## src/rtl/uart_tx.sv

```systemverilog
// uart_tx: configurable UART transmitter.
// One frame per rising edge of send: start bit, 7 or 8 data bits LSB first,
// optional parity bit, then one or two stop bits. Baud rate, parity,
// character length and stop-bit count are captured when a frame is accepted.
// Optional feature macro: UART_TX_PARITY_EN builds the parity logic; without it
// parity_type is ignored, no parity bit is ever sent and p_parity_out stays 0.
// Outputs are registered, so the line changes one clock after the FSM state.

module uart_tx #(
   parameter int CLK_FREQ = 50_000_000
) (
   input  logic       clock,
   input  logic       rst,
   input  logic       send,
   input  logic [1:0] buad_rate,
   input  logic [7:0] data_in,
   input  logic [1:0] parity_type,
   input  logic       stop_bits,
   input  logic       data_length,
   output logic       data_out,
   output logic       p_parity_out,
   output logic       tx_active,
   output logic       tx_done
);

   // Bit periods rounded to the nearest whole clock count
   localparam int DIV_2400  = (CLK_FREQ + 1200) / 2400;
   localparam int DIV_4800  = (CLK_FREQ + 2400) / 4800;
   localparam int DIV_9600  = (CLK_FREQ + 4800) / 9600;
   localparam int DIV_19200 = (CLK_FREQ + 9600) / 19200;

   // The slowest rate needs the widest counter; never narrower than 15 bits
   localparam int CNT_W = ($clog2(DIV_2400) > 15) ? $clog2(DIV_2400) : 15;

   localparam logic [CNT_W-1:0] LAST_2400  = CNT_W'(DIV_2400 - 1);
   localparam logic [CNT_W-1:0] LAST_4800  = CNT_W'(DIV_4800 - 1);
   localparam logic [CNT_W-1:0] LAST_9600  = CNT_W'(DIV_9600 - 1);
   localparam logic [CNT_W-1:0] LAST_19200 = CNT_W'(DIV_19200 - 1);

   typedef enum logic [2:0] {
      S_IDLE,
      S_START,
      S_DATA,
      S_PARITY,
      S_STOP,
      S_DONE
   } state_t;

   state_t           state;
   state_t           next_state;

   logic             send_q;
   logic             armed;
   logic [7:0]       data_q;
   logic [1:0]       baud_q;
   logic             par_en_q;
   logic             stop_q;
   logic             len_q;
   logic             parity_q;

   logic [CNT_W-1:0] baud_cnt;
   logic [CNT_W-1:0] bit_last;
   logic [2:0]       bit_idx;
   logic             stop_idx;

   logic             send_edge;
   logic             bit_end;
   logic             last_data;
   logic             par_en_in;
   logic             par_bit_in;

   logic             data_out_d;
   logic             tx_active_d;
   logic             tx_done_d;

   // armed stays low after reset until send has been seen low, so a send
   // already high at reset release cannot masquerade as a fresh edge
   assign send_edge = send & ~send_q & armed;
   assign bit_end   = (baud_cnt == bit_last);
   assign last_data = (bit_idx == (len_q ? 3'd7 : 3'd6));

`ifdef UART_TX_PARITY_EN
   // Parity enable and bit computed from the live inputs, captured on accept
   always_comb begin
      par_en_in  = (parity_type == 2'b01) || (parity_type == 2'b10);
      par_bit_in = (^(data_in & (data_length ? 8'hFF : 8'h7F))) ^ (parity_type == 2'b01);
   end
`else
   logic unused_parity_type;
   assign unused_parity_type = ^parity_type;
   assign par_en_in          = 1'b0;
   assign par_bit_in         = 1'b0;
`endif

   // Terminal count of the baud counter for the latched rate
   always_comb begin
      bit_last = LAST_2400;
      case (baud_q)
         2'b00:   bit_last = LAST_2400;
         2'b01:   bit_last = LAST_4800;
         2'b10:   bit_last = LAST_9600;
         default: bit_last = LAST_19200;
      endcase
   end

   // State register plus the frame settings captured when a frame is accepted
   always_ff @(posedge clock or posedge rst) begin
      if (rst) begin
         state    <= S_IDLE;
         send_q   <= 1'b0;
         armed    <= 1'b0;
         data_q   <= 8'h00;
         baud_q   <= 2'b00;
         par_en_q <= 1'b0;
         stop_q   <= 1'b0;
         len_q    <= 1'b0;
         parity_q <= 1'b0;
      end else begin
         state  <= next_state;
         send_q <= send;
         armed  <= armed | ~send;
         if (state == S_IDLE && send_edge) begin
            data_q   <= data_in;
            baud_q   <= buad_rate;
            par_en_q <= par_en_in;
            stop_q   <= stop_bits;
            len_q    <= data_length;
            parity_q <= par_en_in & par_bit_in;
         end
      end
   end

   // Baud counter reloads at every bit boundary; bit and stop indices advance on it
   always_ff @(posedge clock or posedge rst) begin
      if (rst) begin
         baud_cnt <= '0;
         bit_idx  <= 3'd0;
         stop_idx <= 1'b0;
      end else begin
         if (state == S_IDLE || state == S_DONE || bit_end) begin
            baud_cnt <= '0;
         end else begin
            baud_cnt <= baud_cnt + CNT_W'(1);
         end

         if (state == S_DATA) begin
            if (bit_end) begin
               bit_idx <= bit_idx + 3'd1;
            end
         end else begin
            bit_idx <= 3'd0;
         end

         if (state == S_STOP) begin
            if (bit_end) begin
               stop_idx <= 1'b1;
            end
         end else begin
            stop_idx <= 1'b0;
         end
      end
   end

   // Frame sequencing: each line-driving state lasts one or more whole bit periods
   always_comb begin
      next_state = state;
      case (state)
         S_IDLE: begin
            if (send_edge) begin
               next_state = S_START;
            end
         end
         S_START: begin
            if (bit_end) begin
               next_state = S_DATA;
            end
         end
         S_DATA: begin
            if (bit_end && last_data) begin
               next_state = par_en_q ? S_PARITY : S_STOP;
            end
         end
         S_PARITY: begin
            if (bit_end) begin
               next_state = S_STOP;
            end
         end
         S_STOP: begin
            if (bit_end && (stop_idx == stop_q)) begin
               next_state = S_DONE;
            end
         end
         S_DONE: begin
            next_state = S_IDLE;
         end
         default: begin
            next_state = S_IDLE;
         end
      endcase
   end

   // Line level and status flags decoded from the current state
   always_comb begin
      data_out_d  = 1'b1;
      tx_active_d = 1'b0;
      tx_done_d   = 1'b0;
      case (state)
         S_START: begin
            data_out_d  = 1'b0;
            tx_active_d = 1'b1;
         end
         S_DATA: begin
            data_out_d  = data_q[bit_idx];
            tx_active_d = 1'b1;
         end
         S_PARITY: begin
            data_out_d  = parity_q;
            tx_active_d = 1'b1;
         end
         S_STOP: begin
            tx_active_d = 1'b1;
         end
         S_DONE: begin
            tx_done_d = 1'b1;
         end
         default: begin
            data_out_d = 1'b1;
         end
      endcase
   end

   // Registered outputs keep the pin glitch-free; reset forces the line high
   always_ff @(posedge clock or posedge rst) begin
      if (rst) begin
         data_out  <= 1'b1;
         tx_active <= 1'b0;
         tx_done   <= 1'b0;
      end else begin
         data_out  <= data_out_d;
         tx_active <= tx_active_d;
         tx_done   <= tx_done_d;
      end
   end

   assign p_parity_out = parity_q;

endmodule

```

## config.mk

```make
export PLATFORM = sky130hd
export DESIGN_NAME = uart_tx
export DESIGN_NICKNAME = d
export VERILOG_FILES = /design/src/rtl/uart_tx.sv
export SDC_FILE = /design/constraint.sdc
export NUM_CORES = 1
export LEC_CHECK = 0
export BUFFER_PORTS_ARGS = -buffer_cell sky130_fd_sc_hd__buf_2
export CORE_ASPECT_RATIO = 1.2
export CORE_MARGIN = 1.5
export CORE_UTILIZATION = 59
export CTS_BUF_LIST = sky130_fd_sc_hd__clkbuf_8
export DETAILED_ROUTE_END_ITERATION = 6
export MAX_ROUTING_LAYER = met4
export PLACE_DENSITY = 0.76
export SLEW_MARGIN = 5
export SYNTH_ARGS = -nofsm -noshare
export SYNTH_HDL_FRONTEND = slang
export SYNTH_SLANG_ARGS = --single-unit
```

## constraint.sdc

```tcl
create_clock -name clock -period 4.3 [get_ports clock]
set_clock_uncertainty 0.15 [all_clocks]
set_input_delay 0.645 -clock clock [delete_from_list [all_inputs] [get_ports clock]]
set_output_delay 0.645 -clock clock [all_outputs]
set_load 0.02 [all_outputs]
```

### Yosys cells after proc, flatten, opt, wreduce, memory -nomap -nowiden

Index checks and enable logic that the tools add are counted.

* bits in registers: 39
* bits of input ports: 17
* output and inout bits: 4
* word-level logic and storage cells: 66

* $add $sub $neg: 2
* order comparisons: 1
* equality and inequality tests: 17
* mux-type cells: 18
* bitwise logic cells: 5
* reduce and logical (&&, ||, !) cells: 10

Operators by type and width (count)
* $pmux 15 s3: 1
* $mux 3: 7
* $add 15x1->15 const B: 1
* $eq 15x15->1: 1
* $mux 15: 1
* $pmux 3 s5: 1
* $ne 2x2->1 const B: 5
* $eq 3x2->1 const B: 2
* $eq 3x3->1 const B: 2
* $mux 1: 6
* $reduce_and 5->1: 1
* $lt 3x4->1 const B: 1
* $ne 2x1->1 const B: 2
* $reduce_or 4->1: 1
* $add 3x1->3 const B: 1
* $bmux 1 s3: 1
* $eq 3x1->1 const B: 1
* $eq 3x3->1: 1
* $logic_and 1x1->1: 3
* $logic_not 3->1: 1
* $and 1x1->1: 2
* $eq 2x1->1 const B: 1
* $eq 2x2->1 const B: 1
* $logic_not 2->1: 1
* other kinds (6): 8

### Depth between registers and ports, before layout

Gate-level depths: netlist of the first run.

* depth after elaboration: 6
* depth in mapped cells: 8
* depth with buffers taken out: 7

### Least setup slack after synthesis of the first run

OpenSTA, ideal clock, no wires.

* path type: register to register
* start: register baud_q[0]
* end: register state[1]
* setup time: 0.078 ns
* arrival: 2.042 ns
* required time: 4.072 ns
* setup slack: 2.030 ns
* stages on the path, launching flop included: 7
* path buffers: 0
* period minus slack after synthesis: 2.270 ns
* path through: dfrtp_1 -> ha_1 -> or3_4 -> a2111oi_4 -> o2111ai_4 -> or3_1 -> a21oi_1

* longest elaborated chain between the ends: 6
* elaborated cells between the ends (all ways): 12
* those cells by class: 7 x eq/ne; 1 x mux; 4 x reduce/logical

Ends and longest elaborated chain
* from (decl): line 55 `logic [1:0] baud_q;`
* from (signal assigned): line 124 `baud_q <= buad_rate;`
* $eq 2x2->1, or another cell as far along: line 98 `case (baud_q)`
* $pmux 15 s3 *: line 98
* $eq 15x15->1 *: line 79 `assign bit_end = (baud_cnt == bit_last);`
* $logic_and 1x1->1 (on tied branches): line 189, 179
* $ne 2x1->1 (no line)
* $reduce_and 5->1 (no line) *
* to (signal assigned): line 119 `state <= next_state;`
* to (decl): line 49 `state_t state;`

Mark *: on every way between the ends. The rest lies on a longest branch, timed or not.
A chain may end at the register's enable or synchronous reset.

### Worst setup path in the final report of the first run

* start: register baud_q[0]
* end: register state[0]

Same word-level chain as after synthesis.

==> flow_summary.yaml, run 1 <==
clocking:
  ctsResizeCount: 0
  clockRootBuffer: "clkbuf_8"
  cts.path.max_buffers: 2
  cts_setup_buffers: 0
  cts.sinks: 39
  cts_tree: "yes"
  cts-buffers-inserted: 5
  htreeDepth: 2
  clk_latency_ps: 280
  ctsHoldBuffers: 0
  path_clk_slew_ps: 70
worst_setup_path:
  cp-start-kind: "register"
  reg2reg_to: "state[0]$_DFFE_PP0P_"
  critPathArrivalTime_ps: 2480
  critPathRequiredTime_ps: 4320
  timing.rr.start: "baud_q[0]$_DFFE_PP0P_"
  crit_path_end_kind: "register"
  crit_path_max_fanout: 8
  crit_type: "reg -> reg"
  reg2reg_slack_ps: 1840
  reg2reg_depth: 6
routing:
  drt_iter0_drc: 44
  antenna_left: 0
  num_vias: 1325
  drt-total-wl_um: 3340
  viasPerCell: 5.76
  dr.pass1.iters: 4
  wire_per_inst_um: 14.5
  drc: 0
power:
  power_leakage_nw: 1.02
  p_total_uw: 610
  p_per_area_nw_per_um2: 281
  ir_drop_v: 0.000268
logic_synthesis:
  async_flop_share_pct: 100
  synth_area_per_cell_um2: 11.4
  syn_area_um2: 1980
  ys.flop_type: "dfrtp_1"
  netlist_instances: 174
  synth-seq-cells: 39
  ys_types: 41
  yosysSeqAreaShare_pct: 49.4
  synth_edf_count: 0
  synth_warnings: 0
  synth_nets: 197
timing:
  fin_crit_sh_pct: 57.1
  worst_pin_slew_ps: 627
  fin_ws_ps: 1840
  finalMaxSlewViolations: 0
  period_needed_ps: 2460
  rsz0062_at_grt: "no"
  slew_headroom_pct: 58.1
  setup_viol: 0
  fmax_mhz: 407
  tns_ps: 0
  finalHoldViolCount: 0
floorplanning:
  fp.dieW_um: 55.9
  design.die.area_um2: 3710
  core_area_um2: 3140
  die_h_um: 66.5
  rows: 22
  io_pins: 21
  start_util_pct: 63.1
flow_run:
  drv_cap: 0
finish:
  diodes: 0
  nNetsFinal: 216
  syn2layout_area_growth_pct: 9.67
  drive_above_1_share_pct: 24.2
placement:
  portBuffers: 17
  gp_congestion: 0.857
  pre_cts_slack_ps: 1860
  dp_hpwl_um: 2520
global_routing:
  grt_overflow: 0
  grt_usage_pct: 21.2
  grt_pass1_vias: 1383
  antenna_found_initial: 0
  grt_pass1_wl_um: 5870
  grt_max_degree: 40
min_path:
  worstHoldPathType: "in -> async"
run_status:
  outcome: "complete, no violations"
[worst max-delay path by stage]
stage / startpoint / endpoint / slack [ps] / cells past startpoint
floorplan: baud_q[0]$_DFFE_PP0P_ / state[1]$_DFFE_PP0P_ / 2030 / 6
global placement: baud_q[0]$_DFFE_PP0P_ / baud_cnt[12]$_DFF_PP0_ / 1910 / 6
detailed placement: baud_q[0]$_DFFE_PP0P_ / state[0]$_DFFE_PP0P_ / 1860 / 6
CTS: baud_q[0]$_DFFE_PP0P_ / state[0]$_DFFE_PP0P_ / 1840 / 6
global route: baud_q[0]$_DFFE_PP0P_ / baud_cnt[10]$_DFF_PP0_ / 1720 / 6
finish: baud_q[0]$_DFFE_PP0P_ / state[0]$_DFFE_PP0P_ / 1840 / 6
[synthesized netlist by cell type (all sizes together) (3+ instances only)]
cell    instances  area (µm²)
xnor2           9        78.8
nand4           5        31.3
o21ai           3        18.8
nand2b          3        18.8
nand3           9        45.0
or3             7        48.8
nand2           6        22.5
dfrtp          38         951
nor2           22        82.6
inv             9        33.8
clkbuf          4        15.0
a21oi           4        20.0
mux2           12         135
ha              6        75.1
xor2           12         105
[layer usage]
metal  up-vias  share of wire, %  track usage, %
li1        632                 -               -
met1       660                39            21.7
met2        25                55            39.0
met3         8               3.4            4.66
met4         0               2.4            9.82
met5         -                 0               -
[cells in the final DEF, fill, tap and decap left out, types with 5 or more instances in the layout]
master	synthesis	final
nand3_1	9	9
inv_1	9	11
dfrtp_1	38	38
xnor2_1	9	9
xor2_1	12	12
nand4_1	5	5
or3_1	6	6
mux2_2	12	12
nor2_1	22	22
buf_2	1	17
clkbuf_8	0	5
ha_1	6	6
nand2_1	6	6
[power by group]
group          internal (mW)  switching [mW]
registers              0.367        0.000122
clock network          0.109           0.119
logic                0.00525         0.00950
total                  0.481           0.128
[cell families (layout without fill, tap and decap cells)]
group	count (synthesis)	in the layout	synth area share (%)
flops	39	39	49.4
mux	15	15	9.61
buf+inv	15	35	3.10
xor+xnor	21	21	9.29
other cells	1	1	0.189
fa+ha+maj	6	6	3.79
simple gates	62	62	16.6
compound gates	15	15	8.09
[registers in the layout, summed over array words and instances (netlist names)]
name       count
armed          1
baud_cnt      15
baud_q         2
bit_idx        3
data_out       1
data_q         8
len_q          1
send_q         1
state          3
stop_idx       1
stop_q         1
tx_active      1
tx_done        1
[stage by stage]
stage               cells  util [%]  instance area [µm²]  hold slack, ps
floorplan             174         -                 1980             285
global placement      222      66.6                 2090             301
detailed placement    222      66.6                 2090             310
CTS                   230      69.2                 2170             328
global route          230      69.2                 2170             335
finish                230      69.2                 2170             316
[worst max-delay path, stage by stage (launching register included)]
cell	delay (ps)
dfrtp_1	470
ha_1	280
or3_4	350
a2111oi_4	430
o2111ai_4	200
or3_1	360
o311ai_1	110
[cell type report]
type                            instances  area [µm²]
Timing Repair Buffer                   18        92.6
Tap cell                               36        45.0
Sequential cell                        39         977
Clock buffer                            5        68.8
Inverter                                9        33.8
Clock inverter                          3        12.5
Fill cell                             253         967
Multi-Input combinational cell        120         941
Note: power is estimated with default switching activity, not from simulation.
==> inputs of run 2 (changes only) <==
--- a/config.mk
+++ b/config.mk
@@ -8,11 +8,11 @@
 export BUFFER_PORTS_ARGS = -buffer_cell sky130_fd_sc_hd__buf_2
 export CORE_ASPECT_RATIO = 1.2
 export CORE_MARGIN = 1.5
-export CORE_UTILIZATION = 59
+export CORE_UTILIZATION = 54
 export CTS_BUF_LIST = sky130_fd_sc_hd__clkbuf_8
 export DETAILED_ROUTE_END_ITERATION = 6
 export MAX_ROUTING_LAYER = met4
-export PLACE_DENSITY = 0.76
+export PLACE_DENSITY = 0.73
 export SLEW_MARGIN = 5
 export SYNTH_ARGS = -nofsm -noshare
 export SYNTH_HDL_FRONTEND = slang
==> constraint.sdc (replaced) <==
create_clock -name clock -period 2.2 [get_ports clock]
set_clock_uncertainty 0.15 [all_clocks]
set_input_delay 0.33 -clock clock [delete_from_list [all_inputs] [get_ports clock]]
set_output_delay 0.33 -clock clock [all_outputs]
set_load 0.02 [all_outputs]
==> run 2 against run 1 <==
Compared with the run above: the run now ends with negative hold slack, negative setup slack left; maximum frequency increased by 8.0%; register-to-register slack got worse by 1900 ps; sequential share of layout area decreased by 2.1 points; worst setup slack got worse by 1900 ps; critical endpoint is now state[1]$_DFFE_PP0P_; sequential cell count unchanged; power increased by 100%.
==> flow_summary.yaml, run 2 (synthesized netlist as in run 1, its figures left out) <==
worst_setup_path:
  max_stage_delay_ps: 420
  cp_cell_sequence: "ha_2, or3_4, a2111oi_4, o2111ai_4, or3_1, a21oi_1"
  crit_type: "reg -> reg"
  critPathRequiredTime_ps: 2270
  crit_buf_inv: 0
  crit_path_max_fanout: 7
  critPathArrivalTime_ps: 2340
  cpLargestDelayFamily: "compound AO/OA/AOI/OAI gates"
  crit_path_top_delay_cell: "dfrtp_1"
  reg2reg_depth: 6
  timing.rr.start: "baud_q[0]$_DFFE_PP0P_"
  crit_path_end_kind: "register"
  cp.depth: 6
  cp-start-kind: "register"
  crit_start: "baud_q[0]$_DFFE_PP0P_"
finish:
  layout.cells.most_common: "dfrtp_1"
  largest_reg_flops: 15
  drive_above_1_share_pct: 28.9
  top_register: "baud_cnt"
  syn2layout_area_growth_pct: 15.0
  final_cell_mix: "dfrtp_1, nor2_1, buf_2, xor2_1, mux2_2"
  reg.largest.list: "baud_cnt (15), data_q (8)"
  fin_cells: 241
  fillers: 263
  nNetsFinal: 226
  diodes: 0
routing:
  antenna_left: 0
  viasPerCell: 5.61
  wire_per_inst_um: 14.5
  drc: 0
  num_vias: 1353
  dr.pass1.iters: 4
  drt-total-wl_um: 3490
  drt_iter0_drc: 53
power:
  ir_drop_v: 0.000397
  p_per_area_nw_per_um2: 546
  power_leakage_nw: 1.08
  p_total_mw: 1.24
timing:
  finalMaxSlewViolations: 0
  fmax_mhz: 440
  rsz0062_at_grt: "yes"
  fin_ws_ps: -73.3
  hold_slack_ps: -10.2
  finalHoldViolCount: 17
  period_needed_ps: 2270
  setup_viol: 3
  fin_crit_sh_pct: 103
run_status:
  failed_checks: "negative hold slack, negative setup slack"
  outcome: "finished with violations"
clocking:
  cts-buffers-inserted: 5
  cts_tree: "yes"
  clk_latency_ps: 290
  clockRootBuffer: "clkbuf_8"
  cts.sinks: 39
  cts.path.max_buffers: 2
  htreeDepth: 2
  path_clk_slew_ps: 80
  ctsHoldBuffers: 0
min_path:
  worstHoldPathType: "in -> async"
global_routing:
  grt_max_degree: 40
  grt_pass1_vias: 1423
  grt_pass1_wl_um: 6380
  grt_overflow: 0
  antenna_found_initial: 0
  grt_usage_pct: 21.0
floorplanning:
  core_area_um2: 3420
  io_pins: 21
  fp.dieW_um: 58.3
  start_util_pct: 57.8
  rows: 23
  design.die.area_um2: 4040
  die_h_um: 69.3
placement:
  portBuffers: 17
  dp_cells: 231
  gp_congestion: 0.849
  dp_hpwl_um: 2660
  pre_cts_slack_ps: -72.7
flow_run:
  drv_cap: 0
run 2: metal layers:
layer  global-route usage, %  wire, µm  vias to the layer above
li1                        -         -                      653
met1                    26.1      1520                      671
met2                    32.8      1790                       23
met3                    4.48       113                        6
met4                    8.79        61                        0
met5                       -         0                        -
run 2: worst min-delay path, stage by stage:
cell and delay, ps:
buf_2 90, inv_1 40, buf_4 410
run 2: path summary, 6_finish.rpt:
check                           slack (ps)                     end
worst min-delay path                   -10  baud_cnt[10]$_DFF_PP0_
worst min register to register         320         armed$_DFF_PP0_
min in group clock                      30        send_q$_DFF_PP0_
worst max register to register         -70    state[1]$_DFFE_PP0P_
worst max-delay path                   -70    state[1]$_DFFE_PP0P_
max in group asynchronous             1550      data_out$_DFF_PP1_
run 2: metrics by stage:
stage	util [%]	cell area, µm²	setup TNS, ps
floorplan	-	1980	0
global placement	63.2	2170	-12.6
detailed placement	63.2	2170	-192
CTS	66.5	2280	-210
global route	66.5	2280	-1060
finish	66.5	2280	-175
run 2: power breakdown:
part | switching [mW] | leakage (nW) | total [mW] | internal (mW)
combinational | 0.0189 | 0.514 | 0.0292 | 0.0103
clock | 0.244 | 0.0526 | 0.495 | 0.252
sequential | 0.000234 | 0.509 | 0.718 | 0.717
total | 0.263 | 1.08 | 1.24 | 0.980
run 2: cell type report:
type	instances	area [µm²]	share of cell area, %
inverter	9	33.8	1.48
clock buffer	6	82.6	3.63
timing repair buffer	28	180	7.92
sequential	39	977	42.9
tap	37	46.3	2.03
clock inverter	2	12.5	0.550
multi-input combinational	120	943	41.5
run 2: timing repair:
action                     in CTS  in global routing
setup endpoints to repair       3                 20
buffers inserted                2                  0
gates resized for setup         0                  0
==> inputs of run 3 (changes only) <==
--- a/config.mk
+++ b/config.mk
@@ -8,11 +8,11 @@
 export BUFFER_PORTS_ARGS = -buffer_cell sky130_fd_sc_hd__buf_2
 export CORE_ASPECT_RATIO = 1.2
 export CORE_MARGIN = 1.5
-export CORE_UTILIZATION = 54
-export CTS_BUF_LIST = sky130_fd_sc_hd__clkbuf_8
+export CORE_UTILIZATION = 52
+export CTS_BUF_LIST = sky130_fd_sc_hd__clkbuf_8 sky130_fd_sc_hd__clkbuf_16
 export DETAILED_ROUTE_END_ITERATION = 6
 export MAX_ROUTING_LAYER = met4
-export PLACE_DENSITY = 0.73
+export PLACE_DENSITY = 0.71
 export SLEW_MARGIN = 5
 export SYNTH_ARGS = -nofsm -noshare
 export SYNTH_HDL_FRONTEND = slang
==> run 3 against run 2 <==
Compared with the run above: the run ends with negative setup slack left; sequential cell count unchanged; clock-buffer cell count down 1; via count down 0.52%; final cell count up 7.1%; first-iteration DRC count down 47%; worst setup slack worse by 52 ps; power down 3.3%; global-route usage down 0.59 points; design area up 1.8%; clock power down 8.3%; highest routed layer unchanged.
==> flow_summary.yaml, run 3 (synthesized netlist as in run 1, its figures left out) <==
flow_run:
  drv_cap: 0
placement:
  dp_hpwl_um: 2740
  pre_cts_slack_ps: -107
  gp_congestion: 0.769
  dp_cells: 247
  portBuffers: 17
clocking:
  cts_tree: "yes"
  htreeDepth: 2
  cts.path.max_buffers: 2
  path_clk_slew_ps: 70
  cts-buffers-inserted: 5
  clk_latency_ps: 290
  clockRootBuffer: "clkbuf_8"
  cts.sinks: 39
global_routing:
  antenna_found_initial: 0
  grt_usage_pct: 20.4
  grt_pass1_wl_um: 6220
  grt_overflow: 0
  grt_max_degree: 40
  grt_pass1_vias: 1391
worst_setup_path:
  crit_path_end_kind: "register"
  crit_buf_inv: 0
  crit_path_max_fanout: 7
  crit_path_top_delay_cell: "a2111oi_4"
  critPathRequiredTime_ps: 2270
  cpLargestDelayFamily: "compound AO/OA/AOI/OAI gates"
  crit_type: "reg -> reg"
  cp-start-kind: "register"
  cp_cell_sequence: "ha_2, or3_4, a2111oi_4, o2111ai_4, or3_4, a21oi_2"
  critPathArrivalTime_ps: 2390
  cp_common_cell: "or3_4"
  max_stage_delay_ps: 450
routing:
  dr.pass1.iters: 4
  num_vias: 1346
  drt-total-wl_um: 3600
  antenna_left: 0
  viasPerCell: 5.22
  drc: 0
  drt_iter0_drc: 28
  wire_per_inst_um: 13.9
floorplanning:
  die_h_um: 70.6
  io_pins: 21
  fp.dieW_um: 59.3
  core_area_um2: 3630
  rows: 24
  design.die.area_um2: 4190
  start_util_pct: 54.5
timing:
  period_needed_ps: 2330
  fin_crit_sh_pct: 106
  rsz0062_at_grt: "yes"
  finalHoldViolCount: 0
  finalMaxSlewViolations: 0
  setup_viol: 20
  fin_ws_ps: -125
  fmax_mhz: 430
finish:
  final_cell_mix: "dfrtp_1, nor2_1, buf_2"
  syn2layout_area_growth_pct: 17.0
  top_register: "baud_cnt"
  reg.largest.list: "baud_cnt (15), data_q (8)"
  diodes: 0
  utilization_pct: 63.7
  fin_cells: 258
  drive_above_1_share_pct: 32.0
  layout.cells.most_common: "dfrtp_1"
  nNetsFinal: 228
  regArea_um2: 977
  largest_reg_flops: 15
  multi_input_area_um2: 963
  fillers: 311
power:
  p_per_area_nw_per_um2: 519
  power_leakage_nw: 1.08
  ir_drop_v: 0.000395
run_status:
  failed_checks: "negative setup slack"
  outcome: "finished with violations"
min_path:
  worstHoldPathType: "in -> async"
==> run 3: worst min-delay path, stage by stage <==
cell	delay [ps]
buf_2	100
inv_1	50
buf_4	410
==> run 3: report_power, final <==
group / switching (mW) / leakage [nW] / internal, mW / total [mW]
combinational: 0.0190 / 0.519 / 0.0103 / 0.0293
clock: 0.241 / 0.0505 / 0.213 / 0.454
sequential: 0.000260 / 0.509 / 0.717 / 0.718
==> run 3: per-stage QoR <==
step	cell area [µm²]	hold WS (ps)	TNS [ps]	power, mW
CTS	2300	20.8	-291	1.21
finish	2320	5.01	-2040	1.20
global route	2320	23.4	-3790	1.23
global placement	2190	301	-31.8	0.760
floorplan	1980	211	0	0.746
detailed placement	2190	303	-247	0.762
==> run 3: path summary, 6_finish.rpt <==
check	end	from	slack, ps	depth (start not counted)
max	state[1]$_DFFE_PP0P_	baud_q[0]$_DFFE_PP0P_	-130	6
min	baud_q[1]$_DFFE_PP0P_	rst	5	3
min reg2reg	armed$_DFF_PP0_	armed$_DFF_PP0_	320	1
min in group clock	send_q$_DFF_PP0_	send	30	1
max reg2reg	state[1]$_DFFE_PP0P_	baud_q[0]$_DFFE_PP0P_	-130	6
max in group asynchronous	data_out$_DFF_PP1_	rst	1550	3
==> run 3: per-layer routing <==
metal  share of wire [%]  track usage (%)  up-vias
met4                 1.3             7.32        0
met5                   0                -        -
li1                    -                -      659
met1                  43             24.3      658
met3                 2.8             4.57        6
met2                  53             33.5       23
==> run 3: cell type report <==
class / instances / area share, %
Timing Repair Buffer: 30 / 8.43
Multi-Input combinational cell: 120 / 41.6
Clock buffer: 5 / 2.97
Clock inverter: 3 / 0.540
Inverter: 9 / 1.46
Sequential cell: 39 / 42.2
Tap cell: 52 / 2.81
==> run 3: what timing repair did <==
item | 4_1_cts | 5_1_grt
hold buffers | 0 | 0
resized for setup | 3 | 3
buffers inserted | 2 | 1
cloned | 0 | 0
pin swaps | 1 | 5
endpoints found under the setup margin | 4 | 21
